### src/rtl/fc_post_proc_pkg.sv
// Shared fixed-point helpers for the FC datapath blocks (MAC array, post-processing, pooling).
// All widths and limits derive from these functions, so every block agrees on them.
package fc_post_proc_pkg;

  localparam int FC_ACC_W      = 23;
  localparam int FC_OUT_W      = 16;
  localparam int FC_FRAC_SHIFT = 7;

  // Width of an accumulator after one sign-extension bit is added ahead of the bias add.
  function automatic int fc_sext_w(input int acc_w);
    return acc_w + 1;
  endfunction

  function automatic longint fc_pow2(input int n);
    return longint'(1) << n;
  endfunction

  function automatic longint fc_sat_max(input int w);
    return fc_pow2(w - 1) - longint'(1);
  endfunction

  function automatic longint fc_sat_min(input int w);
    return -fc_pow2(w - 1);
  endfunction

endpackage

### src/rtl/fc_scale_sat.sv
// Combinational rescale: optional round-half-up, arithmetic shift, optional ReLU, saturate or wrap.
// Also used by the conv post-processor, so it stays free of any pipeline state.
module fc_scale_sat
  import fc_post_proc_pkg::*;
#(
  parameter int ACC_W      = FC_ACC_W,
  parameter int OUT_W      = FC_OUT_W,
  parameter int FRAC_SHIFT = FC_FRAC_SHIFT,
  parameter int RELU_EN    = 1,
  parameter int SAT_EN     = 1,
  parameter int ROUND_EN   = 0
) (
  input  logic signed [fc_sext_w(ACC_W)-1:0] sum,
  output logic        [OUT_W-1:0]            res
);

  localparam int SW = fc_sext_w(ACC_W);
  // Wide enough that rounding never overflows and the saturation limits always fit.
  localparam int XW = SW + OUT_W + 1;

  localparam logic signed [XW-1:0] RND   = (ROUND_EN != 0) ? XW'(fc_pow2(FRAC_SHIFT - 1)) : '0;
  localparam logic signed [XW-1:0] MAX_V = XW'(fc_sat_max(OUT_W));
  localparam logic signed [XW-1:0] MIN_V = XW'(fc_sat_min(OUT_W));

  logic signed [XW-1:0] ext;
  logic signed [XW-1:0] shr;

  always_comb begin
    ext = {{(XW-SW){sum[SW-1]}}, sum} + RND;
    shr = ext >>> FRAC_SHIFT;
    if (RELU_EN != 0 && shr[XW-1]) shr = '0;
    res = shr[OUT_W-1:0];
    if (SAT_EN != 0) begin
      if (shr > MAX_V)      res = MAX_V[OUT_W-1:0];
      else if (shr < MIN_V) res = MIN_V[OUT_W-1:0];
    end
  end

endmodule

### src/rtl/fc_post_proc.sv
// FC output post-processor: bias add, rescale and clamp, then write into a per-neuron bank.
// Tracks vector completion through a sticky done flag and a saturating write count.
module fc_post_proc
  import fc_post_proc_pkg::*;
#(
  parameter int ACC_W      = FC_ACC_W,
  parameter int BIAS_W     = 16,
  parameter int OUT_W      = FC_OUT_W,
  parameter int FRAC_SHIFT = FC_FRAC_SHIFT,
  parameter int NUM_OUT    = 10,
  parameter int ADDR_W     = 4,
  parameter int RELU_EN    = 1,
  parameter int SAT_EN     = 1,
  parameter int ROUND_EN   = 0
) (
  input  logic              clk,
  input  logic              rst_n,
  input  logic              clr,
  input  logic              in_valid,
  input  logic [ACC_W-1:0]  in_acc,
  input  logic [BIAS_W-1:0] in_bias,
  input  logic [ADDR_W-1:0] in_addr,
  input  logic              in_last,
  output logic              wr_valid,
  input  logic [ADDR_W-1:0] rd_addr,
  output logic [OUT_W-1:0]  rd_data,
  output logic              done,
  output logic [ADDR_W:0]   wr_cnt,
  output logic              err
);

  localparam int SW     = fc_sext_w(ACC_W);
  // vld_pipe[0] qualifies the stage-1 register, vld_pipe[STAGES] the stage-2 register.
  localparam int STAGES = 1;
  localparam logic [ADDR_W:0] NUM_OUT_L = (ADDR_W+1)'(NUM_OUT);

  typedef struct packed {
    logic signed [SW-1:0] sum;
    logic [ADDR_W-1:0]    addr;
    logic                 last;
  } s1_t;

  typedef struct packed {
    logic [OUT_W-1:0]  res;
    logic [ADDR_W-1:0] addr;
    logic              last;
  } s2_t;

  logic [STAGES:0]  vld_pipe;
  s1_t              s1_q;
  s2_t              s2_q;
  logic [OUT_W-1:0] res_d;
  logic [OUT_W-1:0] bank [NUM_OUT];
  logic             in_range;
  logic             wr_miss;

  always_ff @(posedge clk or negedge rst_n) begin
    if (!rst_n) vld_pipe <= '0;
    else        vld_pipe <= {vld_pipe[STAGES-1:0], in_valid};
  end

  // Data registers carry no reset: the valid pipe alone decides whether they matter.
  always_ff @(posedge clk) begin
    s1_q.sum  <= {in_acc[ACC_W-1], in_acc} + {{(SW-BIAS_W){in_bias[BIAS_W-1]}}, in_bias};
    s1_q.addr <= in_addr;
    s1_q.last <= in_last;
    s2_q.res  <= res_d;
    s2_q.addr <= s1_q.addr;
    s2_q.last <= s1_q.last;
  end

  fc_scale_sat #(
    .ACC_W      (ACC_W),
    .OUT_W      (OUT_W),
    .FRAC_SHIFT (FRAC_SHIFT),
    .RELU_EN    (RELU_EN),
    .SAT_EN     (SAT_EN),
    .ROUND_EN   (ROUND_EN)
  ) u_scale (
    .sum (s1_q.sum),
    .res (res_d)
  );

  assign in_range = {1'b0, s2_q.addr} < NUM_OUT_L;
  assign wr_valid = vld_pipe[STAGES] & in_range;
  assign wr_miss  = vld_pipe[STAGES] & ~in_range;

  always_ff @(posedge clk or negedge rst_n) begin
    if (!rst_n) begin
      for (int i = 0; i < NUM_OUT; i++) bank[i] <= '0;
    end else if (wr_valid) begin
      for (int i = 0; i < NUM_OUT; i++)
        if (s2_q.addr == ADDR_W'(i)) bank[i] <= s2_q.res;
    end
  end

  // Decoded read keeps addresses beyond NUM_OUT from indexing past the array.
  always_comb begin
    rd_data = '0;
    for (int i = 0; i < NUM_OUT; i++)
      if (rd_addr == ADDR_W'(i)) rd_data = bank[i];
  end

  // clr beats a coincident commit for status; the bank write above still lands.
  always_ff @(posedge clk or negedge rst_n) begin
    if (!rst_n) begin
      done   <= 1'b0;
      wr_cnt <= '0;
      err    <= 1'b0;
    end else if (clr) begin
      done   <= 1'b0;
      wr_cnt <= '0;
      err    <= 1'b0;
    end else begin
      if (wr_valid) begin
        if (wr_cnt != '1) wr_cnt <= wr_cnt + (ADDR_W+1)'(1);
        if (s2_q.last)    done   <= 1'b1;
      end
      if (wr_miss) err <= 1'b1;
    end
  end

endmodule

### config.mk
export PLATFORM = sky130hd
export DESIGN_NAME = fc_post_proc
export DESIGN_NICKNAME = d
export VERILOG_FILES = /design/src/rtl/fc_post_proc_pkg.sv /design/src/rtl/fc_scale_sat.sv /design/src/rtl/fc_post_proc.sv
export SDC_FILE = /design/constraint.sdc
export NUM_CORES = 1
export LEC_CHECK = 0
export CORE_AREA = 2 2 168 170
export DETAILED_ROUTE_END_ITERATION = 8
export DIE_AREA = 0 0 170 172
export GPL_ROUTABILITY_DRIVEN = 0
export GPL_TIMING_DRIVEN = 0
export SLEW_MARGIN = 0
export SYNTH_ARGS = -nofsm -noshare
export SYNTH_HDL_FRONTEND = slang
export SYNTH_SLANG_ARGS = --single-unit
export TNS_END_PERCENT = 10
### constraint.sdc
create_clock -name clk -period 2.9 [get_ports clk]
set_input_delay 0.58 -clock clk [delete_from_list [all_inputs] [get_ports clk]]
set_output_delay 0.58 -clock clk [all_outputs]
set_load 0.03 [all_outputs]
==> impl_summary.log, run 1 <==
INFO  metric status = finished, final reports clean
INFO  metric drt-vias-per-instance = 5.06
INFO  metric post-synth-top-count-cell = sky130_fd_sc_hd__mux2_2
INFO  metric worst_ep_required_time = between 2 and 2.5 ns
INFO  metric setup-violations-final = 0
INFO  metric ant_nets = 0
INFO  metric clock_tree_from_tritoncts = yes
INFO  metric synth_top_cell_by_area = sky130_fd_sc_hd__dfrtp_1
INFO  metric layout_cells_sized_above_1 = 32.8%
INFO  metric finish.cell_count_without_fillers = between 1k and 1.5k
INFO  metric slew_violations = 0
INFO  metric drtIter0Drc = 341
INFO  metric critical_path_peak_fanout = 10
INFO  metric post_synth_num_cell_types = 56
INFO  metric critical_path.endpoint = rd_data[15]
INFO  metric synth.top_cells.by_count = sky130_fd_sc_hd__mux2_2 (176), sky130_fd_sc_hd__dfrtp_1 (169), sky130_fd_sc_hd__nor2_1 (59)
INFO  metric synth_top_flop_cell = sky130_fd_sc_hd__dfrtp_1
INFO  metric syn-cell-area = 0.00947 mm^2
INFO  metric floorplan.die.width = roughly 170 um
INFO  metric cts-root-to-sink-buffers = 3
INFO  metric hold_viol_final = 0
INFO  metric drtPass1Iterations = 4
INFO  metric wl_per_instance = 18.0 um
INFO  metric hold-worst-slack = 0.324 ns
INFO  metric die_area = 0.0292 mm^2
INFO  metric drc_violations_left = 0
INFO  metric ys_async_sr_fraction = 79.7%
INFO  metric die_height = 172 um
INFO  metric floorplan.initialDensity = 34.5%
INFO  metric ys_seq_elements = 212
INFO  metric post_synth.cell_area_avg = 12.4 um^2
INFO  metric yosysSeqAreaShare = 53.7%
INFO  metric synth_enable_flop_cells = 0
INFO  metric dp_cells = 1,187
INFO  metric cp.arrival = 2.26 ns
INFO  metric fin_skew = 0.00988 ns
INFO  metric max_capacitance_violation_count = 0
INFO  metric yosys_warnings = 0
INFO  metric routed_wirelength = 22.2 mm
INFO  metric num_antenna_cells = 0
INFO  metric dp_hpwl = 14.7 mm
INFO  metric r2r-end = bank[125]
INFO  metric synth_area_leaders = sky130_fd_sc_hd__dfrtp_1 (45%), sky130_fd_sc_hd__mux2_2 (21%), sky130_fd_sc_hd__dfxtp_1 (9.1%)
INFO  metric synthDominantCellAreaShare = ~45%
INFO  metric rrSetupSlack = 0.41 ns
INFO  metric area_growth_syn_to_layout = 23.3%
INFO  metric net_count_of_the_finished_layout = ~950
INFO  metric worst_pin_slew = 1.20 ns
INFO  metric grt_overflow = 0
INFO  metric clock_sink_count = 212
INFO  metric p_per_area = 804 mW/mm^2
INFO  metric report.power.total = approximately 0.0094 W
INFO  metric fmax = 0.352 GHz
INFO  metric cts_max_level = 1
INFO  metric grtUsageTotal = 15.3%
INFO  metric clock_latency = 0.51 ns
INFO  metric timing.slew.headroom = 19.4%
INFO  metric max-vdd-ir-drop = 0.473 mV
INFO  metric cts-root-buf = sky130_fd_sc_hd__clkbuf_16
INFO  metric leakage = 5.05 nW
INFO  metric grt_start_max_net_pins = ~120
INFO  metric grt_antenna_before_repair = 0
INFO  metric place.port_buffers = 73
INFO  metric timing.critical_path.from_type = primary input
INFO  metric critical_path.startpoint = rd_addr[2]
INFO  metric final_period_minus_worst_setup_slack = 2.84 ns
INFO  metric cts-buffers-inserted = 24
INFO  metric worst_hold_path_type = register to register
INFO  metric first_pass_grt_wire_length = 35.0 mm
INFO  metric timing_worst_setup_path_type = primary input to output pin
INFO  metric syn_nets = 842
INFO  metric cts.reportedPaths.clkPinSlew = around 0.05 ns
INFO  metric setup_tns = 0 ns
INFO  metric reg2regPathDepth = 5
INFO  metric post-route-period-util = 98.0%
INFO  metric vias = around 6.2k
INFO  metric rows = 61
INFO  metric via_count_of_the_first_global_routing_pass = 6,361
INFO  metric crit_path_end_kind = output pin
INFO  metric top_level_ports = 76
INFO  metric synth_cells = 766
INFO  metric floorplan.core_area = between 0.02 and 0.03 mm^2
INFO  metric worst_r2r_startpoint = vld_pipe[1]
[power breakdown]
group | internal [W] | leakage [nW] | total [W] | switching, W
clock | 0.00193 | 0.419 | 0.00313 | 0.00120
sequential | 0.00387 | 2.46 | 0.00431 | 0.000441
combinational | 0.00107 | 2.17 | 0.00194 | 0.000872
[registers in the layout (all words and copies together), names as in the netlist]
register  flops
err           1
done          1
s1_q         22
vld_pipe      2
bank        160
wr_cnt        5
s2_q         21
[cells by family after synthesis]
kind of cell             share of synthesized area, %
XOR/XNOR                                         1.29
adder cells (fa/ha/maj)                          3.17
other                                          0.0396
flip-flops                                       53.7
multiplexers                                     23.1
AO/OA/AOI/OAI                                    8.82
buffers and inverters                            2.44
AND/OR/NAND/NOR                                  7.36
[through the flow]
stage               area (um^2)  util, %  setup WS, ns
global route              11700     42.5       -0.0251
finish                    11700     42.5        0.0594
detailed placement        10700     38.9         -1.64
floorplan                  9470        -        0.0373
global placement          10600     38.7         -5.91
CTS                       11700     42.5       -0.0172
[cell type report]
class,count,area (um^2)
multi-input combinational,496,4250
tap,346,433
timing repair buffer,79,778
fill,2591,15800
clock buffer,37,774
sequential,212,5090
buffer,45,250
clock inverter,7,63.8
inverter,12,45.0
[how the worst min path moves through the flow]
stage	from	end	slack, ns	cells past startpoint
after global routing	s1_q[1]	s2_q[1]	0.33	0
after CTS	s1_q[2]	s2_q[2]	0.32	0
final	s1_q[2]	s2_q[2]	0.32	0
after global placement	s1_q[0]	s2_q[0]	0.31	0
after floorplan	rst_n	bank[0]	0.28	0
after detailed placement	s1_q[1]	s2_q[1]	0.31	0
[routing by layer]
metal / up-vias / wire [um] / track usage (%)
li1: 2989 / - / -
met1: 3103 / 10300 / 21.4
met2: 123 / 10200 / 25.2
met4: 0 / 410 / 4.05
met5: - / 0 / 0
met3: 27 / 1190 / 1.83
[timing repair]
item	in CTS	in global routing
resized for setup	111	19
endpoints found under the hold margin	12	0
pin swaps	3	2
hold buffers	1	0
gates cloned	1	0
setup buffers	2	0
setup endpoints to repair	16	16
[placed cells by master, fill, tap and decap left out, types with 12 or more instances in the layout]
master	instances
sky130_fd_sc_hd__dfrtp_1	169
sky130_fd_sc_hd__buf_2	17
sky130_fd_sc_hd__nand2_1	37
sky130_fd_sc_hd__nor2_1	56
sky130_fd_sc_hd__dfxtp_1	43
sky130_fd_sc_hd__clkdlybuf4s50_1	54
sky130_fd_sc_hd__buf_1	17
sky130_fd_sc_hd__o21ai_0	31
sky130_fd_sc_hd__mux2_2	176
sky130_fd_sc_hd__a22oi_1	16
sky130_fd_sc_hd__ha_1	24
sky130_fd_sc_hd__clkbuf_1	14
sky130_fd_sc_hd__clkbuf_16	28
sky130_fd_sc_hd__a21oi_1	21
sky130_fd_sc_hd__inv_1	12
[worst max-delay path: stages]
cell and delay, ns:
sky130_fd_sc_hd__clkdlybuf4s15_2 0.25, sky130_fd_sc_hd__buf_6 0.16, sky130_fd_sc_hd__buf_6 0.17, sky130_fd_sc_hd__clkbuf_8 0.19, sky130_fd_sc_hd__mux2i_1 0.28, sky130_fd_sc_hd__o22ai_1 0.12, sky130_fd_sc_hd__o221a_2 0.14, sky130_fd_sc_hd__dlygate4sd2_1 0.36
Power figures use the tool's default switching activity.
==> inputs of run 2 (changes only) <==
Settings changed: CAP_MARGIN set to 20, SLEW_MARGIN 0 to 5.
==> impl_summary.log, run 2 (same netlist as run 1, synthesis figures left out) <==
INFO  metric status = finished, final reports clean
INFO  metric drtPass1Iterations = 4
INFO  metric timing_worst_setup_path_type = primary input to output pin
INFO  metric crit_path_end_kind = output pin
INFO  metric worst_ep_required_time = 2.32 ns
INFO  metric via_count_of_the_first_global_routing_pass = 6,435
INFO  metric clock_sink_count = ~210
INFO  metric final_period_minus_worst_setup_slack = 2.86 ns
INFO  metric slew_violations = 0
INFO  metric leakage = roughly 5.0 nW
INFO  metric commonest_non_fill_non_tap_cell_in_the_layout = sky130_fd_sc_hd__mux2_2
INFO  metric buffer_and_inverter_count_on_the_worst_path = 3
INFO  metric seq_power_share = 46.1%
INFO  metric worst_pin_slew = between 0.9 and 1 ns
INFO  metric floorplan.initialDensity = 34.5%
INFO  metric p_per_area = 803 mW/mm^2
INFO  metric critical_path_peak_fanout = 10
INFO  metric post-route-period-util = between 90% and 100%
INFO  metric hold_viol_final = 0
INFO  metric fmax = about 0.35 GHz
INFO  metric floorplan.core_area = around 0.027 mm^2
INFO  metric max-vdd-ir-drop = 0.480 mV
INFO  metric dp_hpwl = 14.8 mm
INFO  metric num_antenna_cells = 0
INFO  metric area_growth_syn_to_layout = 23.0%
INFO  metric routed_wirelength = around 22 mm
INFO  metric vias = 6,223
INFO  metric crit_slowest_cell = sky130_fd_sc_hd__dlygate4sd2_1
INFO  metric ant_nets = 0
INFO  metric crit_path_cell_trace = clkbuf_2, buf_2, mux4_2, mux2i_1, o22ai_1, o221a_2, dlygate4sd2_1
INFO  metric timing.critical_path.from_type = primary input
INFO  metric slowest_delay = roughly 0.36 ns
INFO  metric wl_per_instance = around 18 um
INFO  metric clock_power_share = between 30% and 40%
INFO  metric largest_registers = bank: 160 flops, s1_q: 22 flops, s2_q: 21 flops
INFO  metric largest_register_ffs = 160
INFO  metric pwr-share-comb = 20.7%
INFO  metric net_count_of_the_finished_layout = 946
INFO  metric fin_skew = 0.00877 ns
INFO  metric die_area = 0.0292 mm^2
INFO  metric timing.slew.headroom = 35.5%
INFO  metric clock_tree_from_tritoncts = yes
INFO  metric rows = 61
INFO  metric drtIter0Drc = 393
INFO  metric cts.hold.buffers_added = 0
INFO  metric final.setup.worst_slack = 0.0417 ns
INFO  metric grt_antenna_before_repair = 0
INFO  metric grt_overflow = 0
INFO  metric detailedPlace.worstSlack = -1.60 ns
INFO  metric reg2regPathDepth = 5
INFO  metric fin_area = 0.0117 mm^2
INFO  metric max_capacitance_violation_count = 0
INFO  metric registers.top_by_ff_count = bank
INFO  metric first_pass_grt_wire_length = 35.5 mm
INFO  metric worst_hold_path_type = primary input to asynchronous set/reset pin
INFO  metric postLayoutCoreUtil = a little over two fifths
INFO  metric cts.reportedPaths.clkPinSlew = approximately 0.05 ns
INFO  metric layout.cells.most_common_list = sky130_fd_sc_hd__mux2_2 (176), sky130_fd_sc_hd__dfrtp_1 (169), sky130_fd_sc_hd__nor2_1 (56), sky130_fd_sc_hd__clkdlybuf4s50_1 (54), sky130_fd_sc_hd__dfxtp_1 (43)
INFO  metric drt-vias-per-instance = 5.04
INFO  metric drc_violations_left = 0
INFO  metric grt_start_max_net_pins = 113
INFO  metric sw_share = 26.7%
INFO  metric grt_setup_unrepaired = yes
INFO  metric net_load_switching_power = roughly 0.0025 W
INFO  metric top_level_ports = 76
INFO  metric cp.arrival = 2.28 ns
INFO  metric floorplan.die.width = 170 um
INFO  metric cts-root-to-sink-buffers = 3
INFO  metric wp_depth = 7
INFO  metric die_height = roughly 170 um
INFO  metric place.port_buffers = 73
INFO  metric dp_cells = 1,188
INFO  metric clock_latency = 0.51 ns
INFO  metric grtUsageTotal = 15.4%
INFO  metric hold-worst-slack = 0.00140 ns
INFO  metric placedInstanceArea = 0.0107 mm^2
INFO  metric cts-buffers-inserted = 24
INFO  metric finish.cell_count_without_fillers = 1,234
INFO  metric power.internal = 0.00686 W
INFO  metric layout_cells_sized_above_1 = 32.5%
INFO  metric cts_max_level = 1
INFO  metric path_delay_family = buffers and inverters
INFO  metric cts-root-buf = sky130_fd_sc_hd__clkbuf_16
INFO  metric setup-violations-final = 0
-- run 2: cell count changes in the layout (fill, tap and decap cells not counted), sizes merged --
cell,change
buf,+2
clkdlybuf4s15,+1
clkdlybuf4s18,-1
clkinv,+2
dlygate4sd3,-1
inv,-3
-- run 2: layout make-up --
cell class	count	area [um^2]
plain buffers	45	248
fillers	2603	15800
multi-input cells	496	4230
well taps	346	433
repair buffers	79	777
flip-flops and latches	212	5090
clock inverters	6	55.1
clock buffers	38	777
inverters	12	45.0
-- run 2: final timing paths --
kind	startpoint	to	slack, ns
min	rst_n	bank[98]	0.001
max reg2reg	s2_q[1]	bank[75]	0.44
max in group asynchronous	rst_n	bank[96]	1.98
max	rd_addr[1]	rd_data[15]	0.04
min reg2reg	s1_q[3]	s2_q[3]	0.33
min in group clk	s1_q[3]	s2_q[3]	0.33
-- run 2: worst reg2reg max path, stage by stage (launching register included) --
cell and delay, ns:
sky130_fd_sc_hd__dfxtp_1 0.30, sky130_fd_sc_hd__clkbuf_1 0.24, sky130_fd_sc_hd__nand3b_1 0.18, sky130_fd_sc_hd__nor2_1 0.76, sky130_fd_sc_hd__buf_2 0.48, sky130_fd_sc_hd__mux2_2 0.38
-- run 2: per-stage QoR --
| step | total power (W) | setup TNS [ns] |
|---|---|---|
| final | 0.00936 | 0 |
| after global routing | 0.00986 | -0.0410 |
| after CTS | 0.00943 | 0 |
| after detailed placement | 0.00632 | -24.36 |
| after global placement | 0.00624 | -1021.70 |
| after floorplan | 0.00567 | 0 |
-- run 2: power by group through the flow --
| stage | combinational [W] | sequential (W) | clock (W) |
|---|---|---|---|
| after floorplan | 0.00145 | 0.00422 | 0 |
| after global placement | 0.00191 | 0.00433 | 0 |
| after detailed placement | 0.00197 | 0.00436 | 0 |
| after CTS | 0.00197 | 0.00431 | 0.00316 |
| after global routing | 0.00214 | 0.00442 | 0.00329 |
| final | 0.00194 | 0.00431 | 0.00311 |
-- run 2: metal layers --
layer	part of all wire, %	track usage, %	vias up	wire length, um
met2	46	25.6	129	10300
met4	2.0	4.09	0	439
li1	-	-	2987	-
met3	4.3	2.13	31	962
met5	0	0	-	0
met1	47	21.3	3076	10500
-- run 2: timing repair --
item,4_1_cts,5_1_grt
buffers inserted,2,0
endpoints found under the setup margin,16,13
gates cloned,1,0
resized for setup,112,12
pin swaps,3,1
